**config.mk**
```make
export PLATFORM = sky130hd
export DESIGN_NAME = riscv_stream_arbiter
export DESIGN_NICKNAME = d
export VERILOG_FILES = /design/src/rtl/riscv_stream_arbiter.sv
export SDC_FILE = /design/constraint.sdc
export NUM_CORES = 1
export LEC_CHECK = 0
export CAP_MARGIN = 5
export CORE_UTILIZATION = 31
export CTS_CLUSTER_DIAMETER = 80
export DETAILED_ROUTE_END_ITERATION = 10
export GPL_TIMING_DRIVEN = 0
export PLACE_DENSITY = 0.72
export SLEW_MARGIN = 0
export SYNTH_ARGS = -nofsm -noshare
export SYNTH_HDL_FRONTEND = slang
export SYNTH_SLANG_ARGS = --single-unit
```
**constraint.sdc**
```tcl
create_clock -name clk -period 1.9 [get_ports clk]
set_clock_uncertainty 0.15 [all_clocks]
set_input_delay 0.285 -clock clk [delete_from_list [all_inputs] [get_ports clk]]
set_output_delay 0.285 -clock clk [all_outputs]
set_load 0.03 [all_outputs]
```
**src/rtl/riscv_stream_arbiter.sv**
```systemverilog
// riscv_stream_arbiter: round-robin valid/ready arbiter with bursty grants and a registered, source-tagged output stage
module riscv_stream_arbiter #(
  parameter int NUM_IN     = 4,
  parameter int DATA_WIDTH = 32,
  parameter int MAX_BURST  = 8,
  parameter int IDX_WIDTH  = 2
) (
  input  logic                         clk,
  input  logic                         reset,
  input  logic [NUM_IN*DATA_WIDTH-1:0] din,
  input  logic [NUM_IN-1:0]            val_in,
  output logic [NUM_IN-1:0]            ready_upward,
  output logic [DATA_WIDTH-1:0]        dout,
  output logic                         val_out,
  output logic [IDX_WIDTH-1:0]         src_id,
  input  logic                         ready_downward,
  output logic [NUM_IN-1:0]            grant
);
  localparam int CW = $clog2(MAX_BURST) + 1;
  localparam logic [0:0] IDLE  = 1'b0;
  localparam logic [0:0] GRANT = 1'b1;

  logic [0:0]           state;
  logic [IDX_WIDTH-1:0] g_idx, last, pick, cand;
  logic [CW-1:0]        beat_cnt;
  logic                 found, out_free, up_xfer;
  int                   c;

  assign out_free     = !val_out || ready_downward;
  assign ready_upward = (state == GRANT && out_free) ? grant : '0;
  assign up_xfer      = |(val_in & ready_upward);

  // first requester after the last one served, wrapping around
  always_comb begin
    pick  = '0;
    cand  = '0;
    found = 1'b0;
    c     = 0;
    for (int k = 1; k <= NUM_IN; k++) begin
      c    = (int'(last) + k) % NUM_IN;
      cand = IDX_WIDTH'(c);
      if (!found && val_in[cand]) begin
        pick  = cand;
        found = 1'b1;
      end
    end
  end

  // grant FSM: hold a grant until the burst limit or the requester drops valid
  always_ff @(posedge clk or negedge reset)
    if (!reset) begin
      state    <= IDLE;
      grant    <= '0;
      g_idx    <= '0;
      beat_cnt <= '0;
      last     <= IDX_WIDTH'(NUM_IN - 1);
    end else if (state == IDLE) begin
      if (found) begin
        state    <= GRANT;
        grant    <= NUM_IN'(1) << pick;
        g_idx    <= pick;
        beat_cnt <= '0;
      end
    end else if (!val_in[g_idx] || (up_xfer && beat_cnt == CW'(MAX_BURST - 1))) begin
      state <= IDLE;
      grant <= '0;
      last  <= g_idx;
    end else if (up_xfer) begin
      beat_cnt <= beat_cnt + 1'b1;
    end

  // single output register: load on accept, empty on downstream take
  always_ff @(posedge clk or negedge reset)
    if (!reset) begin
      val_out <= 1'b0;
      dout    <= '0;
      src_id  <= '0;
    end else if (up_xfer) begin
      dout    <= din[g_idx*DATA_WIDTH +: DATA_WIDTH];
      src_id  <= g_idx;
      val_out <= 1'b1;
    end else if (ready_downward) begin
      val_out <= 1'b0;
    end
endmodule
```
==> results.sh <==
export IMPL_yosysUniqueCellTypes=34
export IMPL_via_per_inst=5.01
export IMPL_r2r_start="last[1]$_DFFE_PN1P_"
export IMPL_worst_hold_slack_ns=0.358
export IMPL_port_buffers=177
export IMPL_powerDensity_mw_per_mm2=1450
export IMPL_core_area_mm2=0.00881
export IMPL_io_pin_count=178
export IMPL_reg2reg_depth=4
export IMPL_crit_chain="clkdlybuf4s50_1 > nand2b_2 > and3_1 > clkdlybuf4s15_2"
export IMPL_leakage_nw=1.97
export IMPL_cp_slowest_stage_delay_ns=0.39
export IMPL_ys_flop_type="dfrtp_1"
export IMPL_power_frac_comb_pct=66.4
export IMPL_post_synth_inst_count=190
export IMPL_clkPwrFrac_pct=8.7
export IMPL_drt_iter0_drc=41
export IMPL_final_cell_mix="168 x clkdlybuf4s50_1, 46 x dfrtp_1, 35 x mux2_2"
export IMPL_die_h_um=97.7
export IMPL_cp_depth=4
export IMPL_path_clk_slew_ns=0.08
export IMPL_routed_via_count=2448
export IMPL_rrSetupSlack_ns=0.09
export IMPL_failed_checks="DRC"
export IMPL_critPathSlowestCell="clkdlybuf4s50_1"
export IMPL_rows=34
export IMPL_grt_ovfl_total=0
export IMPL_clock_latency_ns=0.29
export IMPL_switchingPower_mw=2.82
export IMPL_areaGrowthSynthToFinish_pct=75.2
export IMPL_synth_async_reset_ratio_pct=100
export IMPL_maxSlewViolCount=0
export IMPL_start_util_pct=32.3
export IMPL_hold_viol=0
export IMPL_wl_mm=7.68
export IMPL_cts_tree="done"
export IMPL_hold_class="input pin to async pin"
export IMPL_clkSinkCount=48
export IMPL_final_nets=516
export IMPL_grt_antenna_before_repair=0
export IMPL_fin_crit_ns=1.84
export IMPL_synth_top_cell_by_area="dfrtp_1"
export IMPL_synth_top_cell_area_share_pct=40.5
export IMPL_final_cell_area_mm2=0.00498
export IMPL_grt_pass1_wl_mm=12.8
export IMPL_period_share_pct=96.6
export IMPL_drv_cap=0
export IMPL_n_antenna_cell=0
export IMPL_setup_viol=0
export IMPL_routabilityCongestion=0.822
export IMPL_synth_edf_count=0
export IMPL_cp_startpoint="ready_downward"
export IMPL_internal_power_mw=4.37
export IMPL_chipWidth_um=97.7
export IMPL_drc=12
export IMPL_p_seq_share_pct=24.9
export IMPL_swShare_pct=39.3
export IMPL_slew_headroom_pct=64.9
export IMPL_critPathTopFamily="buffers and inverters"
export IMPL_path_buf_inv=2
export IMPL_arrival_ns=1.40
export IMPL_cts_buffers=5
export IMPL_tightest_slew_ns=0.526
export IMPL_dpl_instance_area_mm2=0.00477
export IMPL_dr_pass1_iters=9
export IMPL_ant_nets=0
export IMPL_ys_seq_elements=48
export IMPL_ys_seq_area_share_pct=42.4
export IMPL_nFillCells=747
export IMPL_grt_pass1_vias=2662
export IMPL_detailed_place_hpwl_mm=6.29
export IMPL_vdd_ir_drop_max_mv=0.570
export IMPL_cts_max_level=2
export IMPL_synth_top_cells_by_area="dfrtp_1 41%, mux4_2 26%, mux2_2 14%"
export IMPL_required_ns=1.46
export IMPL_grtUsageTotal_pct=17.2
export IMPL_cts_root_buffer="clkbuf_8"
export IMPL_reg2reg_to="grant[0]$_DFFE_PN0P_"
export IMPL_synth_nets=326
export IMPL_synth_area_mm2=0.00284
export IMPL_avgSynthCellArea_um2=14.9
export IMPL_crit_type="input pin to primary output"
export IMPL_routedWlPerCell_um=15.7
export IMPL_grt_max_degree=28
export IMPL_outcome="complete, but fails checks"
export IMPL_die_area_mm2=0.00955
export IMPL_final_common_cell="clkdlybuf4s50_1"
export IMPL_endpoint="ready_upward[2]"
export IMPL_start_kind="input pin"
export IMPL_fmax_mhz=545
export IMPL_ys_warnings_count=0
export IMPL_setup_worst_path_end_class="primary output"
export IMPL_critPathMaxFanout=6
export IMPL_rsz0062_at_grt="no"
export IMPL_drive_gt1_share_pct=28.6
export IMPL_clock_path_buffers=2
==> power groups by stage <==
stage	Combinational, mW	Clock [mW]	Sequential, mW
4_1_cts	4.77	0.658	1.80
2_1_floorplan	2.23	0	2.59
3_3_place_gp	4.61	0	1.77
3_5_place_dp	4.67	0	1.80
6_report	4.78	0.623	1.79
5_1_grt	5.11	0.691	1.87
==> cell usage after synthesis (all sizes together), types with 3 or more instances <==
library cell  instances
a22o                  4
and3                  4
nand2                12
mux4                 33
nor2                  4
a21oi                 3
mux2                 37
o32ai                 4
buf                  10
clkbuf                5
nand2b                3
dfrtp                46
==> flip-flops by register name (all words and copies together), names as in the netlist <==
name / count
beat_cnt: 4
dout: 32
g_idx: 2
grant: 4
last: 2
src_id: 2
state: 1
val_out: 1
==> metal layers <==
metal	global-route usage, %	up-vias	wire length (um)
met5	0	-	0
met4	4.90	0	138
met3	5.04	13	591
met2	32.4	111	4230
met1	18.5	1194	2720
li1	-	1130	-
==> cell families after synthesis <==
| logic type | share of synthesized area, % |
|---|---|
| flip-flops | 42.4 |
| AO/OA/AOI/OAI | 6.39 |
| buffers and inverters | 3.83 |
| adder cells (fa/ha/maj) | 0.440 |
| AND/OR/NAND/NOR | 5.15 |
| multiplexers | 41.8 |
==> what timing repair did <==
item / 4_1_cts / 5_1_grt
hold buffers: 1 / 0
setup endpoints to repair: 41 / 28
hold endpoints to repair: 21 / 0
gates resized for setup: 24 / 8
buffers inserted: 3 / 1
gates cloned: 1 / 0
pin swaps: 2 / 0
==> worst reg2reg max path: cells and delay by family (launching register included) <==
family | cells | cell delay [ns]
mux | 1 | 0.19
flops | 1 | 0.60
simple gates | 2 | 0.45
compound gates | 1 | 0.31
==> metrics by stage <==
step | worst slack, ns | utilization, % | std cells | TNS, ns | total power, mW
after global placement | -1.02 | 54.0 | 475 | -65.97 | 6.38
final | 0.0638 | 56.5 | 489 | 0 | 7.19
after CTS | -0.00311 | 56.0 | 488 | -0.00311 | 7.23
after global routing | 0.0235 | 56.5 | 489 | 0 | 7.67
after floorplan | 0.0216 | - | 190 | 0 | 4.81
after detailed placement | -0.420 | 54.2 | 476 | -18.23 | 6.46
==> worst min path at each step <==
stage / end / startpoint / cells after the start
after global placement: dout[20]$_DFFE_PN0P_ / dout[20]$_DFFE_PN0P_ / 1
after detailed placement: dout[0]$_DFFE_PN0P_ / reset / 1
after floorplan: beat_cnt[0]$_DFFE_PN0P_ / reset / 0
after CTS: dout[19]$_DFFE_PN0P_ / reset / 2
after global routing: dout[13]$_DFFE_PN0P_ / dout[13]$_DFFE_PN0P_ / 1
final: dout[6]$_DFFE_PN0P_ / reset / 2
==> final cells by class <==
cell class                 instances  area, um2  area share (%)
tap                              108        135            2.71
buffer                            14        129            2.59
sequential                        48       1200            24.2
clock buffer                       6       82.6            1.66
timing repair buffer             184       1860            37.3
clock inverter                     2       10.0           0.201
inverter                           3       13.8           0.277
multi-input combinational        124       1550            31.1
(Power assumes the default switching activity.)
